==> config.mk <==
export PLATFORM = sky130hd
export DESIGN_NAME = smoldvi_symbol_shifter
export DESIGN_NICKNAME = d
export VERILOG_FILES = /design/src/rtl/smoldvi_symbol_shifter.sv
export SDC_FILE = /design/constraint.sdc
export NUM_CORES = 1
export LEC_CHECK = 0
export BUFFER_PORTS_ARGS = -buffer_cell sky130_fd_sc_hd__buf_2
export CAP_MARGIN = 20
export CORE_AREA = 2 2 69 97
export DETAILED_ROUTE_END_ITERATION = 8
export DIE_AREA = 0 0 71 99
export GPL_ROUTABILITY_DRIVEN = 1
export GPL_TIMING_DRIVEN = 0
export REMOVE_ABC_BUFFERS = 1
export SYNTH_ARGS = -nofsm -noshare
export SYNTH_HDL_FRONTEND = slang
export SYNTH_SLANG_ARGS = --single-unit
==> constraint.sdc <==
create_clock -name clk_x5 -period 1.9 [get_ports clk_x5]
set_input_delay 0.095 -clock clk_x5 [delete_from_list [all_inputs] [get_ports clk_x5]]
set_output_delay 0.095 -clock clk_x5 [all_outputs]
set_load 0.03 [all_outputs]
==> src/rtl/smoldvi_symbol_shifter.sv <==
// smoldvi_symbol_shifter
//
// 10:2 TMDS symbol shifter for one DVI data lane. The whole block runs in the
// half-rate bit-clock domain (clk_x5 = 5x pixel clock). Symbols arrive over a
// valid/ready handshake into a 2-entry FIFO. Each clk_x5 cycle the block
// presents one rise/fall bit pair to the lane's DDR output cell. Bit 0 of a
// symbol is sent first.
//
// Ports
//   clk_x5          in   1   half-rate bit clock
//   rst_x5          in   1   asynchronous reset, active-high
//   in_valid        in   1   in_data holds a valid symbol
//   in_ready        out  1   FIFO can accept a symbol this cycle
//   in_data         in   10  TMDS symbol, bit 0 transmitted first
//   q_rise          out  1   bit for the rising-edge half of this cycle
//   q_fall          out  1   bit for the falling-edge half of this cycle
//   sym_start       out  1   high while bits [1:0] of a symbol are on q_*
//   underflow       out  1   one-cycle pulse, IDLE_SYMBOL loaded from empty FIFO
//   underflow_cnt   out  8   saturating underflow count   (optional, see below)
//   underflow_seen  out  1   sticky underflow flag         (optional, see below)
//
// Configuration
//   SMOLDVI_SHIFTER_UNDERFLOW_CNT_EN  when defined, adds underflow_cnt and
//   underflow_seen plus their flops. The default build has neither.

module smoldvi_symbol_shifter #(
    parameter logic [9:0] IDLE_SYMBOL = 10'b1101010100
) (
    input  logic       clk_x5,
    input  logic       rst_x5,
    input  logic       in_valid,
    output logic       in_ready,
    input  logic [9:0] in_data,
    output logic       q_rise,
    output logic       q_fall,
    output logic       sym_start,
    output logic       underflow
`ifdef SMOLDVI_SHIFTER_UNDERFLOW_CNT_EN
    ,
    output logic [7:0] underflow_cnt,
    output logic       underflow_seen
`endif
);

    // The phase counter steps 0..4. Phase 4 is the cycle whose closing edge
    // reloads the shift register.
    localparam logic [2:0] PHASE_FIRST = 3'd0;
    localparam logic [2:0] PHASE_LOAD  = 3'd4;
    localparam logic [1:0] FIFO_DEPTH  = 2'd2;

    logic [2:0] phase;
    logic [9:0] shreg;
    logic       sym_start_q;
    logic       underflow_q;

    logic [9:0] fifo_mem [2];
    logic       wr_ptr;
    logic       rd_ptr;
    logic [1:0] fifo_count;
    logic [1:0] fifo_count_next;
    logic       in_ready_q;

    logic       load_edge;
    logic       fifo_empty;
    logic       push;
    logic       pop;

    // in_ready comes from a flop, so push does not depend combinationally
    // on in_ready logic or phase.
    assign load_edge  = (phase == PHASE_LOAD);
    assign fifo_empty = (fifo_count == 2'd0);
    assign push       = in_valid && in_ready_q;
    assign pop        = load_edge && !fifo_empty;

    // A push and a pop on the same edge leave the occupancy unchanged.
    always_comb begin
        fifo_count_next = fifo_count;
        case ({push, pop})
            2'b10:   fifo_count_next = fifo_count + 2'd1;
            2'b01:   fifo_count_next = fifo_count - 2'd1;
            default: fifo_count_next = fifo_count;
        endcase
    end

    // FIFO storage has no reset. Entries are read only while counted as
    // occupied, and they are written only on an accepted push. This keeps
    // an X on in_data with in_valid low away from the datapath.
    always_ff @(posedge clk_x5) begin
        if (push) begin
            fifo_mem[wr_ptr] <= in_data;
        end
    end

    // FIFO pointers, occupancy and the registered ready flag.
    always_ff @(posedge clk_x5 or posedge rst_x5) begin
        if (rst_x5) begin
            wr_ptr     <= 1'b0;
            rd_ptr     <= 1'b0;
            fifo_count <= 2'd0;
            in_ready_q <= 1'b1;
        end else begin
            if (push) begin
                wr_ptr <= ~wr_ptr;
            end
            if (pop) begin
                rd_ptr <= ~rd_ptr;
            end
            fifo_count <= fifo_count_next;
            in_ready_q <= (fifo_count_next != FIFO_DEPTH);
        end
    end

    // Phase counter. sym_start is registered as "the next phase is 0".
    always_ff @(posedge clk_x5 or posedge rst_x5) begin
        if (rst_x5) begin
            phase       <= PHASE_FIRST;
            sym_start_q <= 1'b1;
        end else begin
            if (load_edge) begin
                phase <= PHASE_FIRST;
            end else begin
                phase <= phase + 3'd1;
            end
            sym_start_q <= load_edge;
        end
    end

    // Shift register. It shifts two bits per cycle and reloads on the edge
    // that leaves phase 4. The load uses the FIFO head as it was before this
    // edge. A symbol pushed on the same edge therefore waits a full frame.
    always_ff @(posedge clk_x5 or posedge rst_x5) begin
        if (rst_x5) begin
            shreg <= IDLE_SYMBOL;
        end else if (load_edge) begin
            if (fifo_empty) begin
                shreg <= IDLE_SYMBOL;
            end else begin
                shreg <= fifo_mem[rd_ptr];
            end
        end else begin
            shreg <= {2'b00, shreg[9:2]};
        end
    end

    // The underflow pulse lines up with sym_start of the idle frame.
    always_ff @(posedge clk_x5 or posedge rst_x5) begin
        if (rst_x5) begin
            underflow_q <= 1'b0;
        end else begin
            underflow_q <= load_edge && fifo_empty;
        end
    end

`ifdef SMOLDVI_SHIFTER_UNDERFLOW_CNT_EN
    logic [7:0] underflow_cnt_q;
    logic       underflow_seen_q;

    // Statistics update on the same edge that raises the underflow pulse.
    // The counter saturates and stops at 8'hFF.
    always_ff @(posedge clk_x5 or posedge rst_x5) begin
        if (rst_x5) begin
            underflow_cnt_q  <= 8'h00;
            underflow_seen_q <= 1'b0;
        end else if (load_edge && fifo_empty) begin
            if (underflow_cnt_q != 8'hFF) begin
                underflow_cnt_q <= underflow_cnt_q + 8'h01;
            end
            underflow_seen_q <= 1'b1;
        end
    end

    assign underflow_cnt  = underflow_cnt_q;
    assign underflow_seen = underflow_seen_q;
`endif

    assign in_ready  = in_ready_q;
    assign q_rise    = shreg[0];
    assign q_fall    = shreg[1];
    assign sym_start = sym_start_q;
    assign underflow = underflow_q;

endmodule
After elaboration in Yosys (flattened, before gate mapping)
Memory sizes are Yosys's and may differ from the RTL's.
Cells that the tools add are included.

cells by class
  $add $sub $neg = 3
  multiply operators = 0
  div/mod/pow operators = 0
  $lt $le $gt $ge = 0
  equal/unequal tests = 4
  shift operators = 0
  muxes and demuxes = 6
  bitwise logic cells = 2
  reductions and logical operators = 5

operators by type and width
  operator                                                            number
  10-bit two-way mux                                                  2
  2-bit case mux with 2 select lines                                  1
  3-bit by 1-bit adder with 3-bit output, second input constant       1
  3-bit == test, second input constant                                1
  1-bit logical AND                                                   3
  3-bit two-way mux                                                   1
  2-bit by 1-bit adder with 2-bit output, second input constant       1
  2-bit by 1-bit == test with 1-bit output, second input constant     1
  2-bit == test, second input constant                                1
  2-bit zero test                                                     1
  1-bit two-way mux                                                   2
  2-bit != test, second input constant                                1
  1-bit inverter                                                      2
  2-bit by 1-bit subtractor with 2-bit output, second input constant  1
  1-bit zero test                                                     1

word-level totals
  bits in registers = 20
  latch bits = 0
  memory bits (writable) = 20
  ROM bits = 0
  input bits = 13
  output and inout bits = 5
  logic and storage cells = 29
  memories = 1

memories
  memory    words  bits a word  rd ports  clocked after Yosys merged registers in  wr ports  RTL line  RTL
  fifo_mem  2      10           1         0                                        1         56        logic [9:0] fifo_mem [2];

Longest topological paths before layout
Gate-level depths: netlist (run 1).

  depth in word-level cells = 6
  gate-level depth with buffers = 10
  mapped depth without buffers = 10

Least setup slack after synthesis (run 1)
Ideal clock, no wire load.

  path kind = reg2reg
  from = register phase[0]
  to = register fifo_count[1]
  library setup time = 123 ps
  data arrival time = 1,526 ps
  required time = 1,777 ps
  slack = 251 ps
  stages on the path, launching flop included = 11
  buffers on the path = 0
  clock period less this slack = 1,649 ps
  cell sequence = dfrtp_1 -> inv_1 -> ha_1 -> nand2_2 -> inv_2 -> nand2_4 -> inv_2 -> ha_1 -> inv_1 -> nand2_1 -> xnor2_1

on the way
  word-level cells in the longest chain between the ends = 4
  elaborated cells between the ends (all ways) = 5
  classes of those cells = 3 x eq/ne; 1 x mux; 1 x reduce/logical

RTL lines
  what                                                                       RTL line  RTL
  from (decl)                                                                51        logic [2:0] phase;
  from (signal assigned)                                                     122       phase <= phase + 3'd1;
  3-bit == test *                                                            70        assign load_edge = (phase == PHASE_LOAD);
  named net load_edge                                                        63        logic load_edge;
  1-bit logical AND *                                                        73        assign pop = load_edge && !fifo_empty;
  named net pop                                                              66        logic pop;
  2-bit by 1-bit == test with 1-bit output or 2-bit == test (tied branches)  78        case ({push, pop})
  2-bit case mux with 2 select lines *                                       78
  named net fifo_count_next[1]                                               60        logic [1:0] fifo_count_next;
  to (signal assigned)                                                       108       fifo_count <= fifo_count_next;
  to (decl)                                                                  59        logic [1:0] fifo_count;

Mark *: on every way through the listed nets, which the timed path passes. The rest lies on a longest branch.
A chain may end at the register's enable or synchronous reset.

Worst setup path in the final report (run 1)
  from = register in_ready_q (netlist: in_ready)
  to = memory fifo_mem[0][2], enable pin

on the way
  word-level cells in the longest chain between the ends = 3

RTL lines
  what                                     RTL line  RTL
  from (decl)                              61        logic in_ready_q;
  from (signal assigned)                   109       in_ready_q <= (fifo_count_next != FIFO_DEPTH);
  1-bit logical AND                        72        assign push = in_valid && in_ready_q;
  1-bit two-way mux                        89        if (push) begin
  1-bit two-way mux (not written as such)  90        fifo_mem[wr_ptr] <= in_data;
  to (decl)                                56

Every way passes these cells.

==> flow_metrics.py, run 1 <==
metrics = {
    "status": {
        "status": "completed",
    },
    "critical_path": {
        "crit_chain": "nand2_1 > nor2_1",
        "cp_max_fo": 10,
        "slowest_delay_ns": 0.68,
        "crit_arrival_ns": 1.64,
        "critPathSlowestCell": "nor2_1",
        "crit_type": "reg2reg",
        "rrSetupSlack_ns": 0.18,
        "startpoint_type": "register",
        "cp_data_required_time_ns": 1.82,
        "endpoint_kind": "register",
    },
    "cells_and_area": {
        "area_delta_synth_final_pct": 31.9,
        "fin_nets": 151,
        "drive_gt1_frac": 0.331,
        "fin_cells": 208,
        "fin_area_sq_mm": 0.00198,
        "diodes": 0,
        "fill_cells": 589,
    },
    "power_and_ir_drop": {
        "total_power_w": 0.00286,
        "p_leak_nw": 0.828,
        "switchingPower_w": 0.000768,
        "pwr-share-clk": 0.330,
        "p_seq_frac": 0.435,
        "p_per_area_mw_per_mm2": 1440,
        "p_comb_frac": 0.236,
        "p_int_w": 0.00209,
        "peakVddDrop_mv": 0.624,
        "sw_frac_of_total": 0.269,
    },
    "clock_network": {
        "cts.sinks": 40,
        "clk_path_buf_depth": 2,
        "numCtsBuffers": 5,
        "path_clk_slew_ns": 0.07,
        "htree_levels": 2,
        "cts_tree": "done",
        "cts-root-buf": "clkbuf_8",
        "clkLatencyLatePin_ns": 0.29,
    },
    "logic_synthesis": {
        "synth_cells": 98,
        "synth_compound_area_frac": 0.0499,
        "synth_seq_cells": 40,
        "synthTopCellsByArea": "edfxtp_1 (40%), dfrtp_1 (22%), dfstp_2 (12%)",
        "synth_top_family_by_area": "multiplexers",
        "synth_top_area_frac": 0.399,
        "synthMuxAreaShare": 0.0740,
        "ys_warn_count": 0,
        "synth_area_sq_mm": 0.00150,
        "yosysTopAreaCell": "edfxtp_1",
        "synth-simple-area-share": 0.0641,
        "synth-xor-area-share": 0.0291,
        "postSynthAreaPerCell_sq_um": 15.3,
        "synth_cell_types": 22,
        "synth_adder_area_share": 0.0250,
        "ys_seq_area_frac": 0.738,
    },
    "sta": {
        "report.final.slew_viol_count": 0,
        "whs_ns": 0.180,
        "maxSlewHeadroom": 0.430,
        "rsz0062_at_grt": "false",
        "finalSetupViolations": 0,
        "max_freq_ghz": 0.581,
        "hold_viol_final": 0,
        "fin_worst_skew_ns": 0.00299,
        "worst_slew_pin_slew_ns": 0.852,
        "timing.final.crit_share": 0.906,
        "fin_crit_ns": 1.72,
    },
    "place": {
        "dp_hpwl_um": 1460,
        "io_buffers": 17,
        "place_congestion": 0.681,
        "dpl_cell_area_sq_mm": 0.00167,
        "dp.cells": 186,
    },
    "global_route": {
        "grt_max_degree": 21,
        "track_usage": 0.0697,
        "grt_pass1_vias": 776,
        "grt_pass1_wl_um": 3710,
        "antenna_found_initial": 0,
        "grt_overflow": 0,
    },
    "die": {
        "num_io_pins": 18,
        "die_w_um": 71,
        "start_util": 0.244,
        "coreArea_sq_mm": 0.00617,
        "die_y_um": 99,
        "fp.dieArea_sq_mm": 0.00703,
        "rows": 34,
    },
    "drt": {
        "vias": 826,
        "highest_layer": "met4",
        "drcViolationCount": 0,
        "antenna_left": 0,
        "wl_per_cell_um": 10.7,
        "wl_met2_um": 1040,
        "met3WireLength_um": 88,
        "routed_wl_um": 2220,
        "dr.pass1.iters": 3,
        "wl_met1_um": 1020,
        "drtIter0Drc": 20,
        "viasPerCell": 3.97,
    },
    "worst_hold_path": {
        "hold_path.class": "in2reg",
    },
    "run": {
        "maxCapViolations": 0,
    },
}
-- per-stage QoR --
stage          TNS [ns]   util  worst slack [ns]
3_5_place_dp    -0.0143  0.271           -0.0143
4_1_cts               0  0.315            0.0371
6_report              0  0.322             0.178
3_3_place_gp          0  0.271            0.0333
5_1_grt               0  0.322           0.00797
2_1_floorplan         0      -             0.251
-- area by class of cell --
class | instances | area [sq um] | share of cell area
Clock buffer | 5 | 68.8 | 0.0347
Clock inverter | 3 | 90.1 | 0.0454
Inverter | 6 | 25.0 | 0.0126
Multi-Input combinational cell | 51 | 382 | 0.192
Sequential cell | 40 | 1110 | 0.560
Tap cell | 72 | 90.1 | 0.0454
Timing Repair Buffer | 31 | 218 | 0.110
-- critical path, delay by kind of cell (launching register included) --
kind | cells | cell delay, ns
DFF | 1 | 0.54
and+or+nand+nor | 2 | 0.81
-- cell usage in the layout (no fill, tap or decap), drive strengths merged, types with 4 or more instances in the layout --
| cell type | count |
|---|---|
| clkbuf | 5 |
| buf | 20 |
| dfrtp | 13 |
| edfxtp | 20 |
| dfstp | 7 |
| nand2 | 9 |
| a21oi | 5 |
| nor2 | 8 |
| inv | 6 |
| mux2i | 10 |
| o21ai | 6 |
| xnor2 | 4 |
| dlygate4sd3 | 11 |
-- state kept, by name (all words and copies together), names as in the netlist --
name,cells
fifo_mem,20
shreg,10
phase,3
fifo_count,2
in_ready,1
rd_ptr,1
sym_start,1
underflow,1
wr_ptr,1
-- repair_timing --
action	CTS	global route
gates resized for setup	1	2
endpoints found under the setup margin	1	2
endpoints found under the hold margin	33	0
hold buffers	11	0
setup buffers	0	3
pin swaps	0	2
-- synth_stat cells --
| library cell | n |
|---|---|
| buf_4 | 1 |
| or2_4 | 1 |
| dfstp_2 | 7 |
| nand2_4 | 1 |
| mux2_2 | 1 |
| inv_1 | 4 |
| nor2_1 | 8 |
| dfrtp_1 | 13 |
| mux2i_1 | 10 |
| xor2_1 | 1 |
| a21oi_2 | 3 |
| a21oi_1 | 2 |
| xnor2_1 | 4 |
| nand2_1 | 7 |
| ha_1 | 3 |
| o21ai_0 | 6 |
| nand3b_1 | 1 |
| a32oi_1 | 1 |
| nand2_2 | 1 |
| edfxtp_1 | 20 |
| inv_2 | 2 |
| and3_1 | 1 |
-- routing by layer --
layer  global-route usage  vias to the layer above
li1                     -                      415
met1               0.0851                      388
met2               0.0999                       18
met3               0.0245                        5
met4               0.0522                        0
met5                    0                        -
-- kinds of logic after synthesis --
| kind of cell | after synthesis |
|---|---|
| xor+xnor | 5 |
| simple gates | 20 |
| fa+ha+maj | 3 |
| buf+inv | 7 |
| compound gates | 12 |
| flops | 40 |
| mux | 11 |
-- path summary, 6_finish.rpt --
kind	from	depth (start not counted)	endpoint
worst max-delay path	in_ready	2	fifo_mem[0][2]
worst min-delay path	in_valid	3	wr_ptr
worst max register to register	in_ready	2	fifo_mem[0][2]
worst min register to register	shreg[3]	2	shreg[1]
max in group asynchronous	rst_x5	3	shreg[5]
min in group asynchronous	rst_x5	3	fifo_count[1]
-- power groups by stage --
stage / logic (W) / clock network, W / registers (W)
3_3_place_gp: 0.000625 / 0 / 0.00126
6_report: 0.000674 / 0.000943 / 0.00124
2_1_floorplan: 0.000450 / 0 / 0.00129
3_5_place_dp: 0.000640 / 0 / 0.00126
5_1_grt: 0.000749 / 0.00101 / 0.00126
4_1_cts: 0.000656 / 0.000966 / 0.00125
No activity file was read; power rests on OpenSTA's default activity.
==> run 2: changes to the inputs <==
==> constraint.sdc (replaced) <==
create_clock -name clk_x5 -period 1.5 [get_ports clk_x5]
set_input_delay 0.075 -clock clk_x5 [delete_from_list [all_inputs] [get_ports clk_x5]]
set_output_delay 0.075 -clock clk_x5 [all_outputs]
set_load 0.03 [all_outputs]
==> run 2 against run 1 <==
The flow now finishes with violations (negative setup slack). Critical path depth grew 8. Clock-buffer cell count unchanged. Hold slack better by 0.0062 ns. Non-clock buffer count up 9. Highest routed layer unchanged.
==> flow_metrics.py, run 2 (synthesis results as in run 1) <==
metrics = {
    "status": {
        "status": "complete, but fails checks",
        "violations": "negative setup slack",
    },
    "critical_path": {
        "crit_family": "adder cells",
        "crit_type": "reg2reg",
        "crit_chain": "inv_2 > ha_4 > nand2_4 > inv_6 > nand2_8 > inv_8 > ha_4 > nand3b_1 > o21ai_1 > a32oi_1",
        "cp_data_required_time_ns": 1.71,
        "slowest_delay_ns": 0.37,
        "cp_max_fo": 3,
        "critPathSlowestCell": "dfrtp_1",
        "worstReg2RegEnd": "in_ready",
        "r2r_start": "phase[0]",
        "path_common_cell": "ha_4",
        "cp-startpoint": "phase[0]",
        "crit_buf_inv": 3,
        "crit_arrival_ns": 1.72,
        "startpoint_type": "register",
        "rrSetupSlack_ns": -0.005,
        "endpoint_kind": "register",
        "ff2ff_path_depth": 10,
    },
    "die": {
        "rows": 34,
        "coreArea_sq_mm": 0.00617,
        "num_io_pins": 18,
        "die_y_um": 99,
        "fp.dieArea_sq_mm": 0.00703,
        "start_util": 0.244,
        "die_w_um": 71,
    },
    "cells_and_area": {
        "layout.area.seq_sq_mm": 0.00111,
        "mostFrequentLayoutCells": "edfxtp_1 (20), buf_2 (17), dfrtp_1 (12), buf_4 (12), dlygate4sd3_1 (11)",
        "regMostFlops": "fifo_mem",
        "fin_util": 0.338,
        "fin_nets": 160,
        "fill_cells": 569,
        "drive_gt1_frac": 0.414,
        "layout_commonest_cell": "edfxtp_1",
        "area_delta_synth_final_pct": 38.7,
        "largest_reg_flops": 20,
        "largestRegisters": "fifo_mem: 20 flops, shreg: 10 flops, phase: 3 flops",
        "diodes": 0,
        "multi_input_area_sq_um": 405,
    },
    "sta": {
        "finalSetupViolations": 1,
        "report.final.slew_viol_count": 0,
        "hold_viol_final": 0,
        "fin_crit_ns": 1.51,
        "rsz0062_at_grt": "true",
        "fin_worst_skew_ns": 0.00292,
        "timing.final.crit_share": 1.00,
        "finalSetupTns_ns": -0.00538,
        "maxSlewHeadroom": 0.512,
        "worst_slew_pin_slew_ns": 0.731,
        "max_freq_ghz": 0.664,
        "postLayoutSetupSlackWorst_ns": -0.00538,
    },
    "drt": {
        "routed_wl_um": 2400,
        "vias": 863,
        "wl_per_cell_um": 11.1,
        "drtIter0Drc": 26,
        "dr.pass1.iters": 4,
        "viasPerCell": 3.98,
        "antenna_left": 0,
        "drcViolationCount": 0,
    },
    "power_and_ir_drop": {
        "sw_frac_of_total": 0.272,
        "p_seq_frac": 0.406,
        "p_per_area_mw_per_mm2": 1840,
        "peakVddDrop_mv": 0.792,
        "p_int_w": 0.00279,
        "p_comb_frac": 0.282,
        "pwr-share-clk": 0.312,
        "p_leak_nw": 0.877,
        "switchingPower_w": 0.00104,
    },
    "worst_hold_path": {
        "worst_hold_path.endpoint": "wr_ptr",
        "min_path_cells": 3,
        "min_from": "in_valid",
        "hold_path.class": "in2reg",
    },
    "place": {
        "dp_hpwl_um": 1460,
        "place_congestion": 0.681,
        "io_buffers": 17,
    },
    "global_route": {
        "grt_max_degree": 21,
        "track_usage": 0.0739,
        "grt_overflow": 0,
        "grt_pass1_vias": 815,
        "antenna_found_initial": 0,
        "grt_pass1_wl_um": 3910,
    },
    "clock_network": {
        "cts-root-buf": "clkbuf_8",
        "cts.sinks": 40,
        "cts_tree": "done",
        "numCtsBuffers": 5,
        "path_clk_slew_ns": 0.08,
        "htree_levels": 2,
        "clk_path_buf_depth": 2,
        "clkLatencyLatePin_ns": 0.29,
    },
    "run": {
        "maxCapViolations": 0,
    },
}
run 2: metal layers:
metal / vias to the layer above / track usage / share of wire
li1: 433 / - / -
met1: 400 / 0.0891 / 0.43
met2: 25 / 0.110 / 0.50
met3: 5 / 0.0245 / 0.044
met4: 0 / 0.0522 / 0.028
met5: - / 0 / 0
run 2: area by class of cell:
| cell class | instances | area share |
|---|---|---|
| repair buffers | 40 | 0.137 |
| flip-flops and latches | 40 | 0.533 |
| inverters | 6 | 0.0168 |
| well taps | 72 | 0.0432 |
| clock buffers | 5 | 0.0330 |
| clock inverters | 3 | 0.0432 |
| multi-input cells | 51 | 0.194 |
run 2: power groups by stage:
stage	registers [W]	clock network [W]	logic (W)
after floorplan	0.00164	0	0.000570
after global placement	0.00159	0	0.000791
after detailed placement	0.00160	0	0.000811
after CTS	0.00157	0.00122	0.000953
after global routing	0.00158	0.00127	0.00118
final	0.00156	0.00120	0.00108
run 2: timing repair:
action | in CTS | in global routing
setup buffers | 5 | 7
hold buffers | 11 | 0
pin swaps | 3 | 7
hold endpoints to repair | 33 | 0
setup endpoints to repair | 13 | 12
resized for setup | 15 | 2
run 2: per-stage QoR:
step	cells	power (W)	hold slack (ns)	cell area, sq um	setup WS (ns)
3_5_place_dp	186	0.00241	0.243	1670	-0.414
3_3_place_gp	186	0.00239	0.243	1670	-0.367
4_1_cts	210	0.00374	0.166	2030	-0.0747
2_1_floorplan	97	0.00221	0.0336	1500	-0.149
5_1_grt	217	0.00403	0.195	2090	-0.137
6_report	217	0.00383	0.186	2090	-0.00538
run 2: worst max-delay path by stage:
stage                          to  slack, ns  cells after the start
floorplan           fifo_count[1]      -0.15                     10
global placement         in_ready      -0.37                     10
detailed placement       in_ready      -0.41                     10
CTS                      in_ready      -0.07                      7
global route             in_ready      -0.14                     10
finish                   in_ready     -0.005                     10
run 2: worst min-delay path: cells and delay by family:
kind / cells / cell delay (ns)
simple gates: 1 / 0.17
xor+xnor: 1 / 0.09
buf+inv: 1 / 0.10
==> run 3: changes to the inputs <==
==> constraint.sdc (replaced) <==
create_clock -name clk_x5 -period 1.6 [get_ports clk_x5]
set_input_delay 0.08 -clock clk_x5 [delete_from_list [all_inputs] [get_ports clk_x5]]
set_output_delay 0.08 -clock clk_x5 [all_outputs]
set_load 0.03 [all_outputs]
==> run 3 against run 2 <==
The run now ends clean. Sequential power down 6%. Power down 4.4%. Setup slack better by 0.091 ns. Global-route usage down 0.21 points. Design area up 1.8%. Critical path depth down 3. Die area unchanged. Non-clock buffer count up 5. Clock skew up 0.0027 ns. Highest routed layer unchanged.
==> flow_metrics.py, run 3 (synthesis results as in run 1) <==
metrics = {
    "status": {
        "status": "completed",
    },
    "critical_path": {
        "crit_family": "simple AND/OR/NAND/NOR gates",
        "crit_buf_inv": 1,
        "crit_type": "reg2reg",
        "cp-startpoint": "fifo_count[0]",
        "r2r_start": "fifo_count[0]",
        "crit_arrival_ns": 1.73,
        "slowest_delay_ns": 0.43,
        "endpoint_kind": "register",
        "ff2ff_path_depth": 7,
        "cp_num_cells": 7,
        "crit_chain": "or2_4 > nand2_8 > inv_8 > ha_4 > nand3b_1 > o21ai_1 > a32oi_1",
        "critPathSlowestCell": "dfrtp_2",
        "worstReg2RegEnd": "in_ready",
        "rrSetupSlack_ns": 0.09,
        "cp_max_fo": 3,
        "endpoint": "in_ready",
        "cp_data_required_time_ns": 1.81,
        "startpoint_type": "register",
    },
    "cells_and_area": {
        "area_delta_synth_final_pct": 41.2,
        "fin_area_sq_mm": 0.00212,
        "drive_gt1_frac": 0.433,
        "regMostFlops": "fifo_mem",
        "fin_nets": 165,
        "diodes": 0,
        "layout_commonest_cell": "edfxtp_1",
        "largest_reg_flops": 20,
        "largestRegisters": "fifo_mem: 20 flops, shreg: 10 flops, phase: 3 flops",
        "fin_cells": 222,
        "mostFrequentLayoutCells": "edfxtp_1 (20), buf_2 (17), buf_4 (17)",
    },
    "global_route": {
        "grt_pass1_wl_um": 3790,
        "track_usage": 0.0718,
        "grt_pass1_vias": 794,
        "antenna_found_initial": 0,
        "grt_overflow": 0,
        "grt_max_degree": 21,
    },
    "sta": {
        "hold_viol_final": 0,
        "fin_worst_skew_ns": 0.00563,
        "finalSetupViolations": 0,
        "rsz0062_at_grt": "true",
        "worst_slew_pin_slew_ns": 0.730,
        "fin_crit_ns": 1.51,
        "timing.final.crit_share": 0.946,
        "maxSlewHeadroom": 0.513,
        "report.final.slew_viol_count": 0,
        "max_freq_ghz": 0.660,
    },
    "power_and_ir_drop": {
        "p_leak_nw": 0.898,
        "sw_frac_of_total": 0.273,
        "p_int_w": 0.00267,
        "pwr-share-clk": 0.307,
        "p_comb_frac": 0.294,
        "p_per_area_mw_per_mm2": 1730,
        "peakVddDrop_mv": 0.742,
        "switchingPower_w": 0.00100,
        "p_seq_frac": 0.399,
    },
    "place": {
        "dp_hpwl_um": 1460,
        "io_buffers": 17,
        "dpl_cell_area_sq_mm": 0.00167,
        "dp.cells": 186,
        "place_congestion": 0.681,
    },
    "clock_network": {
        "numCtsBuffers": 5,
        "clk_path_buf_depth": 2,
        "htree_levels": 2,
        "cts.sinks": 40,
        "cts_tree": "done",
        "path_clk_slew_ns": 0.08,
        "cts-root-buf": "clkbuf_8",
        "clkLatencyLatePin_ns": 0.29,
    },
    "drt": {
        "wl_per_cell_um": 11.0,
        "viasPerCell": 3.91,
        "vias": 867,
        "drcViolationCount": 0,
        "routed_wl_um": 2450,
        "drtIter0Drc": 28,
        "dr.pass1.iters": 6,
        "antenna_left": 0,
    },
    "die": {
        "coreArea_sq_mm": 0.00617,
        "start_util": 0.244,
        "num_io_pins": 18,
        "die_y_um": 99,
        "rows": 34,
        "fp.dieArea_sq_mm": 0.00703,
        "die_w_um": 71,
    },
    "run": {
        "maxCapViolations": 0,
    },
    "worst_hold_path": {
        "hold_path.class": "in2reg",
        "min_from": "in_valid",
    },
}
==> run 3: tightest hold or removal path, stage by stage <==
cell	delay, ns
buf_2	0.10
nand2_1	0.17
xnor2_1	0.09
==> run 3: worst min path at each step <==
stage / to / slack [ns] / cells past startpoint
global placement: fifo_count[0] / 0.25 / 2
CTS: wr_ptr / 0.13 / 3
floorplan: fifo_count[0] / 0.04 / 1
detailed placement: fifo_count[0] / 0.25 / 2
global route: wr_ptr / 0.20 / 3
finish: wr_ptr / 0.18 / 3
==> run 3: what timing repair did <==
item / 4_1_cts / 5_1_grt
gates resized for setup: 10 / 7
endpoints found under the setup margin: 13 / 2
pin swaps: 2 / 5
hold buffers: 11 / 0
buffers inserted: 2 / 15
hold endpoints to repair: 33 / 0
==> run 3: final cells by class <==
| type | instances | area, sq um |
|---|---|---|
| clock buffer | 5 | 68.8 |
| clock inverter | 3 | 90.1 |
| fill | 575 | 4050 |
| inverter | 6 | 35.0 |
| multi-input combinational | 51 | 405 |
| sequential | 40 | 1110 |
| tap | 72 | 90.1 |
| timing repair buffer | 45 | 323 |
==> run 3: power groups by stage <==
stage          logic (W)  registers [W]  clock network [W]
3_3_place_gp    0.000742        0.00149                  0
3_5_place_dp    0.000760        0.00150                  0
6_report         0.00108        0.00146            0.00113
4_1_cts         0.000797        0.00148            0.00115
2_1_floorplan   0.000534        0.00154                  0
5_1_grt          0.00117        0.00149            0.00120
==> run 3: metrics by stage <==
step | power, W | setup WS (ns) | setup TNS, ns | utilization | hold slack, ns
after floorplan | 0.00207 | -0.0494 | -0.0980 | - | 0.0386
after global placement | 0.00224 | -0.267 | -1.42 | 0.271 | 0.248
after detailed placement | 0.00226 | -0.314 | -1.66 | 0.271 | 0.248
after CTS | 0.00343 | -0.0850 | -0.0850 | 0.322 | 0.131
after global routing | 0.00385 | -0.0176 | -0.0176 | 0.344 | 0.205
final | 0.00367 | 0.0860 | 0 | 0.344 | 0.181
==> run 3: per-layer routing <==
| layer | vias up | share of wire | global-route usage |
|---|---|---|---|
| met4 | 0 | 0.028 | 0.0522 |
| met1 | 403 | 0.42 | 0.0864 |
| met5 | - | 0 | 0 |
| li1 | 439 | - | - |
| met2 | 20 | 0.52 | 0.106 |
| met3 | 5 | 0.039 | 0.0245 |
